File: config.mk
export PLATFORM = sky130hd
export DESIGN_NAME = sm_fg_node_pe
export DESIGN_NICKNAME = d
export VERILOG_FILES = /design/src/rtl/sm_fg_node_pe.sv
export SDC_FILE = /design/constraint.sdc
export NUM_CORES = 1
export LEC_CHECK = 0
export ABC_AREA = 1
export CORE_UTILIZATION = 35
export CTS_CLUSTER_SIZE = 25
export DETAILED_ROUTE_END_ITERATION = 7
export GPL_ROUTABILITY_DRIVEN = 0
export HOLD_SLACK_MARGIN = 0.03
export SYNTH_ARGS = -nofsm -noshare
export SYNTH_HDL_FRONTEND = slang
export SYNTH_SLANG_ARGS = --single-unit
File: constraint.sdc
create_clock -name clk -period 2.6 [get_ports clk]
set_input_delay 0.39 -clock clk [delete_from_list [all_inputs] [get_ports clk]]
set_output_delay 0.39 -clock clk [all_outputs]
set_load 0.01 [all_outputs]
File: src/rtl/sm_fg_node_pe.sv
// Two-stage polar-SC node PE: min-sum f / g-function on sign-magnitude LLRs with valid/ready flow control.
// Define SM_PE_STATS_EN to add the sat_count port counting saturated g results that leave the PE.
module sm_fg_node_pe #(
    parameter int W = 9
) (
    input  logic         clk,
    input  logic         rst,
    input  logic         in_valid,
    output logic         in_ready,
    input  logic [W-1:0] a_sm,
    input  logic [W-1:0] b_sm,
    input  logic         mode,
    input  logic         u_hat,
    output logic         out_valid,
    input  logic         out_ready,
    output logic [W-1:0] out_sm
`ifdef SM_PE_STATS_EN
    ,
    output logic [15:0]  sat_count
`endif
);
    localparam int M = W - 1;

    logic [M-1:0] ma_new, mb_new;
    logic         sa_new, sb_new;

    logic         s1_v;
    logic         s1_mode;
    logic         s1_sa, s1_sb;
    logic [M-1:0] s1_ma, s1_mb;
    logic         s1_a_ge;
    logic [W-1:0] s1_sum;

    logic         s2_load_ok, s1_move;
    logic         res_sign;
    logic [M-1:0] res_mag;
    logic [W-1:0] res_sm;

    // -0 is folded to +0 here; for g the u_hat flip is applied to a's sign up front.
    assign ma_new = a_sm[M-1:0];
    assign mb_new = b_sm[M-1:0];
    assign sa_new = (a_sm[W-1] & (|ma_new)) ^ (mode & u_hat);
    assign sb_new = b_sm[W-1] & (|mb_new);

    assign s2_load_ok = !out_valid || out_ready;
    assign s1_move    = s1_v && s2_load_ok;
    assign in_ready   = !s1_v || s1_move;

    always_comb begin
        res_sign = 1'b0;
        res_mag  = '0;
        if (!s1_mode) begin
            res_sign = s1_sa ^ s1_sb;
            res_mag  = s1_a_ge ? s1_mb : s1_ma;
        end else if (s1_sa == s1_sb) begin
            res_sign = s1_sb;
            res_mag  = s1_sum[M] ? '1 : s1_sum[M-1:0];
        end else begin
            res_sign = s1_a_ge ? s1_sa : s1_sb;
            res_mag  = s1_a_ge ? (s1_ma - s1_mb) : (s1_mb - s1_ma);
        end
        res_sm = {res_sign & (|res_mag), res_mag};
    end

    always_ff @(posedge clk) begin
        if (rst) begin
            s1_v      <= 1'b0;
            out_valid <= 1'b0;
            out_sm    <= '0;
        end else begin
            if (in_ready) begin
                s1_v <= in_valid;
                if (in_valid) begin
                    s1_mode <= mode;
                    s1_sa   <= sa_new;
                    s1_sb   <= sb_new;
                    s1_ma   <= ma_new;
                    s1_mb   <= mb_new;
                    s1_a_ge <= (ma_new >= mb_new);
                    s1_sum  <= {1'b0, ma_new} + {1'b0, mb_new};
                end
            end
            if (s2_load_ok) begin
                out_valid <= s1_v;
                if (s1_v)
                    out_sm <= res_sm;
            end
        end
    end

`ifdef SM_PE_STATS_EN
    logic s1_sat, s2_sat;

    assign s1_sat = s1_mode && (s1_sa == s1_sb) && s1_sum[M];

    always_ff @(posedge clk) begin
        if (rst) begin
            s2_sat    <= 1'b0;
            sat_count <= '0;
        end else begin
            if (s1_move)
                s2_sat <= s1_sat;
            if (out_valid && out_ready && s2_sat && (sat_count != 16'hFFFF))
                sat_count <= sat_count + 16'd1;
        end
    end
`else
    // Statistics disabled: no counter, datapath unchanged.
`endif

endmodule

Yosys cells after proc, flatten, opt, wreduce, memory -nomap -nowiden. Index checks and enable logic that the tools add are counted.

Bits in registers: 40. Input bits: 24. Output and inout bits: 11. Word-level logic and storage cells: 40.

Add/sub/neg operators: 3. Order comparisons: 1. Equality and inequality tests: 1. Mux-type cells: 8. Bitwise operators: 7. Reduce and logical (&&, ||, !) cells: 10.

Operators with widths (number): 8-bit two-way mux (5); 8-bit OR reduction (3); 8-bit subtractor (2); 8-bit by 8-bit adder with 9-bit output (1); 8-bit >= comparator (1); 1-bit AND (4); 1-bit two-way mux (3); 3-bit AND reduction (1); 1-bit logical NOT (2); 1-bit logical OR (2); 2-bit AND reduction (1); 1-bit XOR (2); 1-bit equality test (1); 1-bit logical AND (1); 1-bit inverter (1).

Longest topological paths before layout. Gate-level depths: netlist of run 1.

Word-level depth: 6. Mapped depth: 18. Gate-level depth less buffers: 18.

Worst setup path before layout of run 1. Ideal clock, no wire load.

Kind: reg2reg. Start point: reg s1_mb[0]. End point: reg out_sm[8]. Library setup time: 127 ps. Arrival time: 1848 ps. Data required time: 2473 ps. Path slack: 624 ps. Cell stages (with the launch flop): 17. Path buffers: 0. Clock period less this slack: 1976 ps. Path through: edfxtp_1 -> inv_1 -> ha_1 -> inv_1 -> fa_1 -> nand3_1 -> nand3_1 -> nand3b_1 -> nand2_1 -> nand2_1 -> nand3_1 -> nand2_1 -> nand3_1 -> nor2_1 -> nand2_1 -> nand2_1 -> a21oi_2.

Word-level cells in the longest chain between the ends: 6. Elaborated cells between the ends (all ways): 8. Classes of those cells: 2 x add/sub; 4 x mux; 1 x bitwise; 1 x reduce/logical.

RTL lines: from (decl) (RTL line 30) `logic [M-1:0] s1_ma, s1_mb;`; from (signal assigned) (RTL line 78) `s1_mb <= mb_new;`; 8-bit subtractor (RTL line 60) `res_mag = s1_a_ge ? (s1_ma - s1_mb) : (s1_mb - s1_ma);`; 8-bit two-way mux (RTL line 60); 8-bit two-way mux (RTL line 55) `end else if (s1_sa == s1_sb) begin`; 8-bit two-way mux * (RTL line 52) `if (!s1_mode) begin`; 8-bit OR reduction * (RTL line 62) `res_sm = {res_sign & (|res_mag), res_mag};`; 1-bit AND * (RTL line 62); to (signal assigned) (RTL line 86) `out_sm <= res_sm;`; to (decl) (RTL line 16) `output logic [W-1:0] out_sm`.

Mark *: on every way between the ends. The rest lies on a longest branch, timed or not. A chain may end at the register's enable or synchronous reset.

Worst setup path after layout of run 1.
Start point: in a_sm[2]. End point: reg s1_sum[7] (data pin).

Word-level cells in the longest chain between the ends: 1.

RTL lines: from (decl) (RTL line 10) `input logic [W-1:0] a_sm,`; 8-bit by 8-bit adder with 9-bit output (RTL line 80) `s1_sum <= {1'b0, ma_new} + {1'b0, mb_new};`; to (signal assigned) (RTL line 80); to (decl) (RTL line 32) `logic [W-1:0] s1_sum;`.

No other way between the ends.

==> results of run 1 <==
==> per-stage QoR <==
| stage | utilization, % | setup WS [ns] |
|---|---|---|
| after floorplan | - | 0.624 |
| after global placement | 42.8 | 0.0955 |
| after detailed placement | 42.8 | 0.0182 |
| after CTS | 43.9 | 0.312 |
| after global routing | 43.9 | 0.0775 |
| final | 43.9 | 0.293 |
==> cells in the final DEF (no fill, tap or decap), types with 2 or more instances in the layout <==
cell type        synthesis  routed
nor4_1                   2       2
clkdlybuf4s50_1          0      34
ha_1                    32      32
nand2_1                 75      75
buf_4                    0      10
nand3b_1                 2       2
clkbuf_8                 0       5
o31ai_1                  3       3
nand2_2                  2       2
nand3_1                 20      20
edfxtp_1                29      29
dfxtp_1                 11      11
o21ai_0                 23      23
nand4_1                  2       2
fa_1                     3       3
o21bai_1                 5       5
a21oi_1                 25      25
inv_1                   58      58
nor2_1                  21      21
xor2_1                   8       8
==> final cells by class <==
cell class / count / area, um^2 / area share [%]
Inverter: 60 / 228 / 6.71
Clock buffer: 6 / 72.6 / 2.14
Sequential cell: 40 / 1090 / 32.2
Timing Repair Buffer: 44 / 415 / 12.2
Multi-Input combinational cell: 235 / 1440 / 42.5
Tap cell: 102 / 128 / 3.76
Clock inverter: 2 / 16.3 / 0.479
==> kinds of logic (layout without fill, tap and decap cells) <==
kind of cell               Yosys count  count (layout)
muxes                                1               1
AOI/OAI and AO/OA                   61              61
and+or+nand+nor                    130             130
DFF                                 40              40
buffers and inverters               68             112
xor gates and xnor gates             8               8
adders and majority gates           35              35
==> power groups by stage <==
stage / logic, W / clock network [W] / registers (W)
2_1_floorplan: 0.000221 / 0 / 0.000764
3_3_place_gp: 0.000341 / 0 / 0.000768
3_5_place_dp: 0.000348 / 0 / 0.000769
4_1_cts: 0.000350 / 0.000432 / 0.000754
5_1_grt: 0.000399 / 0.000460 / 0.000760
6_report: 0.000346 / 0.000421 / 0.000754
==> worst max-delay path: stages <==
cell and delay (ns):
clkdlybuf4s50_1 0.48, ha_1 0.38, o31ai_1 0.40, a21oi_1 0.12, o21bai_1 0.20, a21oi_1 0.09, nor2_1 0.09, nor2_1 0.06
xor2_1 0.14
==> Yosys cell counts, types with 3 or more instances <==
master    instances  area [um^2]
nand2_1          75          282
o21bai_1          5         37.5
o21ai_0          23          115
fa_1              3         60.1
o31ai_1           3         22.5
inv_1            58          218
a21oi_1          25          125
buf_2             3         15.0
nand3_1          20          100
xor2_1            8         70.1
nor2_1           21         78.8
edfxtp_1         29          871
ha_1             32          400
dfxtp_1          11          220
==> state kept, by name, summed over array words and instances (netlist names), 8 cells and up <==
name and cells:
s1_ma 8, s1_sum 9, out_sm 9, s1_mb 8
==> layer usage <==
layer	GRT usage, %	up-vias
li1	-	1200
met1	19.0	991
met2	24.7	49
met3	2.93	5
met4	3.44	0
met5	0	-
==> worst paths after layout <==
kind	endpoint	startpoint	depth (start not counted)
setup / recovery	s1_sum[7]	a_sm[2]	9
hold / removal	out_sm[8]	out_sm[8]	2
setup reg to reg	out_sm[8]	s1_mb[0]	16
hold reg to reg	out_sm[8]	out_sm[8]	2
==> flow_summary.json, run 1 <==
{
  "status": "finished, final reports clean",
  "design_area_mm2": 0.00339,
  "grt_pass1_vias": 2143,
  "insertion_delay_ns": 0.29,
  "yosys.area_share.xor_xnor_pct": 2.49,
  "grt-ovfl-total": 0,
  "vias": 2245,
  "met1_length_um": 2740,
  "clk_pin_slew_ns": 0.08,
  "core_mm2": 0.00773,
  "hold_viol": 0,
  "drc_errors": 0,
  "dieArea_mm2": 0.00839,
  "tns_ns": 0,
  "rsz0062_at_grt": "no",
  "maxCapViolations": 0,
  "ys_types": 35,
  "pwr-share-clk_pct": 27.7,
  "fillers": 787,
  "syn_nets": 402,
  "layoutNonFillerInstCount": 489,
  "synth_warnings": 0,
  "cp_max_fo": 4,
  "antenna_found_initial": 0,
  "clockBufferDepth": 2,
  "place_inst": 481,
  "power_w": 0.00152,
  "synth_compound_area_share_pct": 12.1,
  "ys_seq_area_share_pct": 38.8,
  "synthSimpleGateAreaFrac_pct": 20.0,
  "post_drt_wl_per_cell_um": 11.5,
  "nNetsFinal": 445,
  "grt_max_degree": 30,
  "critical_path_class": "in -> reg",
  "ys_ff_latch": 40,
  "routed_via_density": 4.59,
  "drtIter0Drc": 62,
  "syn_area_mm2": 0.00281,
  "p_per_area_mw_per_mm2": 448,
  "synth_top_family_by_area": "simple AND/OR/NAND/NOR gates",
  "whs_ns": 0.480,
  "p_leak_nw": 1.59,
  "topRoutingLayerUsed": "met4",
  "synth_fa_ha_area_share_pct": 16.4,
  "synth_edf_count": 29,
  "syn_to_final_growth_pct": 20.7,
  "dr.pass1.iters": 4,
  "cts_root_buffer": "clkbuf_8",
  "p_comb_share_pct": 22.8,
  "pwr-share-seq_pct": 49.6,
  "cts_tree": "built",
  "final_antenna_net_count": 0,
  "switching_share_pct": 29.2,
  "fmaxAchievable_mhz": 434,
  "post_cts_resize_count": 0,
  "ios": 35,
  "fin_crit_ns": 2.31,
  "setup_viol": 0,
  "routed_wl_um": 5620,
  "post_cts_buffers": 0,
  "placement_rows": 32,
  "portBuffers": 34,
  "die_x_um": 91.6,
  "grt.total_usage_pct": 14.6,
  "switchingPower_w": 0.000443,
  "synthArstFlopShare_pct": 0,
  "slew_headroom_pct": 58.9,
  "grt_pass1_wl_um": 9700,
  "wl_met2_um": 2610,
  "worst_slew_pin_slew_ns": 0.617,
  "worstPathArrival_ns": 2.35,
  "slew_viol_final": 0,
  "synthesis.instances": 343,
  "required_ns": 2.64,
  "syn_avg_cell_area_um2": 8.19,
  "cts_made_buffers": 5,
  "dp_hpwl_um": 4450,
  "yosys_most_used_dff": "edfxtp_1",
  "clock_skew_ns": 0.00531,
  "drive_gt1_share_pct": 6.98,
  "htree_levels": 2,
  "clkSinkCount": 40,
  "diodes": 0,
  "period_share_pct": 88.7,
  "cp-start-kind": "input port",
  "p_int_w": 0.00108,
  "hold_buffers": 0,
  "start_util_pct": 36.4,
  "critPathCaptureType": "register",
  "synthMuxAreaShare_pct": 0.356,
  "die_y_um": 91.6,
  "ir_worst_vdd_mv": 0.188,
  "reg2reg_slack_ns": 0.38,
  "placed_area_mm2": 0.00330,
  "wl_met3_um": 219,
  "hold_path_class": "reg -> reg"
}
Power figures use the tool's default switching activity.
==> run 2: changes to the inputs <==
- ABC_AREA: 1 -> not set
- SKIP_CTS_REPAIR_TIMING: not set -> 1
==> run 2 against run 1 <==
Non-clock buffer count rose by 4; sequential share of layout area rose by 1.0 points; synthesized cell count fell by 22%; largest power group unchanged; register-to-register slack got worse by 0.23 ns; critical endpoint is now out_sm[8]; cell count fell by 16%.
==> flow_summary.json, run 2 <==
{
  "yosysMostFrequentCell": "inv_1",
  "hold_path_class": "reg -> reg",
  "die_y_um": 89.7,
  "yosys.area_share.xor_xnor_pct": 4.88,
  "synthArstFlopShare_pct": 0,
  "grt_pass1_wl_um": 8770,
  "grt.total_usage_pct": 13.6,
  "synth_top_family_by_area": "adder cells",
  "nNetsFinal": 372,
  "final_common_cell": "clkdlybuf4s50_1",
  "ys_seq_area_share_pct": 40.5,
  "ir_worst_vdd_mv": 0.169,
  "cp_max_fo": 2,
  "slew_headroom_pct": 61.6,
  "critPathCaptureType": "register",
  "dp_hpwl_um": 4090,
  "rr_worst_depth": 11,
  "synthMuxAreaShare_pct": 2.28,
  "fin_ws_ns": 0.152,
  "p_per_area_mw_per_mm2": 463,
  "reg2reg_slack_ns": 0.15,
  "reg2reg_to": "out_sm[8]",
  "p_leak_nw": 1.36,
  "placement_rows": 31,
  "portBuffers": 34,
  "pre_cts_ws_ns": -0.125,
  "drc_errors": 0,
  "slew_viol_final": 0,
  "synth_warnings": 0,
  "clockBufferDepth": 2,
  "cts_root_buffer": "clkbuf_8",
  "htree_levels": 2,
  "dr.pass1.iters": 4,
  "grt_pass1_vias": 1888,
  "synthSimpleGateAreaFrac_pct": 11.7,
  "post_drt_wl_per_cell_um": 12.3,
  "drive_gt1_share_pct": 10.8,
  "insertion_delay_ns": 0.30,
  "clkSinkCount": 40,
  "diodes": 0,
  "routed_wl_um": 5060,
  "fmaxAchievable_mhz": 408,
  "clk_pin_slew_ns": 0.09,
  "rr_startpoint": "s1_mb[0]",
  "syn_to_final_growth_pct": 22.2,
  "reg_top3": "out_sm (9), s1_sum (9)",
  "maxCapViolations": 0,
  "required_ns": 2.79,
  "die_x_um": 89.7,
  "synth_compound_area_share_pct": 16.2,
  "core_mm2": 0.00733,
  "ys_types": 44,
  "hold_viol": 0,
  "vias": 1979,
  "routed_via_density": 4.79,
  "rsz0062_at_grt": "no",
  "cts_tree": "built",
  "fin_crit_ns": 2.45,
  "synthTopCellsByArea": "edfxtp_1 32%, ha_1 15%, dfxtp_1 8.2%",
  "ys_ff_latch": 40,
  "syn_nets": 325,
  "period_share_pct": 94.2,
  "final_antenna_net_count": 0,
  "status": "finished, final reports clean",
  "syn_avg_cell_area_um2": 10.1,
  "ios": 35,
  "finish.utilization_pct": 44.9,
  "antenna_found_initial": 0,
  "yosys_most_used_dff": "edfxtp_1",
  "worst_slew_pin_slew_ns": 0.573,
  "synthTopCellsByCount": "34 x inv_1, 32 x a21oi_1, 32 x ha_1",
  "clock_skew_ns": 0.0111,
  "setup_viol": 0,
  "synth_fa_ha_area_share_pct": 17.1,
  "start_util_pct": 36.7,
  "cp-start-kind": "register",
  "drtIter0Drc": 50,
  "grt-ovfl-total": 0,
  "synth_top_area_share_pct": 32.3,
  "worstPathArrival_ns": 2.64,
  "syn_area_mm2": 0.00269,
  "critical_path_class": "reg -> reg",
  "synth_edf_count": 29,
  "crit_end": "out_sm[8]",
  "grt_max_degree": 30,
  "whs_ns": 0.452,
  "dieArea_mm2": 0.00805,
  "final_cell_mix": "34 x clkdlybuf4s50_1, 33 x inv_1, 32 x ha_1",
  "synth_area_leader_cell": "edfxtp_1",
  "cp-startpoint": "s1_mb[0]",
  "synthesis.instances": 266,
  "cts_made_buffers": 5
}
[run 2: worst min-delay path by stage]
stage / startpoint / endpoint / slack (ns) / cells past startpoint
global route: out_sm[4] / out_sm[4] / 0.48 / 2
finish: out_sm[4] / out_sm[4] / 0.45 / 2
CTS: out_sm[4] / out_sm[4] / 0.46 / 2
floorplan: out_sm[3] / out_sm[3] / 0.48 / 2
global placement: out_sm[3] / out_sm[3] / 0.44 / 2
detailed placement: out_sm[4] / out_sm[4] / 0.44 / 2
[run 2: where the power goes]
group	total (W)	switching, W	internal (W)
Combinational	0.000346	0.000173	0.000173
Clock	0.000425	0.000235	0.000190
Sequential	0.000753	0.0000231	0.000730
[run 2: layer usage]
layer	GRT usage [%]	routed length, um	vias to the layer above
met5	0	0	-
met2	21.7	2180	43
met4	4.51	76	0
met3	3.05	222	8
met1	18.3	2590	894
li1	-	-	1034
[run 2: stage by stage]
step	area, um^2	total power [W]	setup TNS (ns)	std cells
CTS	3280	0.00154	0	413
global placement	3190	0.00111	-0.105	405
finish	3290	0.00152	0	413
detailed placement	3190	0.00111	-0.145	405
floorplan	2690	0.000987	0	266
global route	3290	0.00161	0	413
[run 2: logic make-up after synthesis]
group	Yosys count
buffers and inverters	42
multiplexers	6
AO/OA/AOI/OAI	69
flip-flops	40
adder cells (fa/ha/maj)	35
XOR/XNOR	15
AND/OR/NAND/NOR	59
[run 2: worst max-delay path, stage by stage, from the launching register on]
cell,delay [ns]
edfxtp_1,0.40
inv_2,0.08
ha_1,0.13
inv_1,0.05
fa_1,0.38
a21o_1,0.18
a211o_1,0.28
a41oi_2,0.21
xor2_1,0.19
a21oi_2,0.09
nor4_2,0.24
a32oi_1,0.12
[run 2: area by class of cell]
cell class,count,area [um^2]
clock buffer,5,68.8
clock inverter,3,21.3
fill,711,4040
inverter,34,128
multi-input combinational,184,1410
sequential,40,1090
tap,99,124
timing repair buffer,48,445
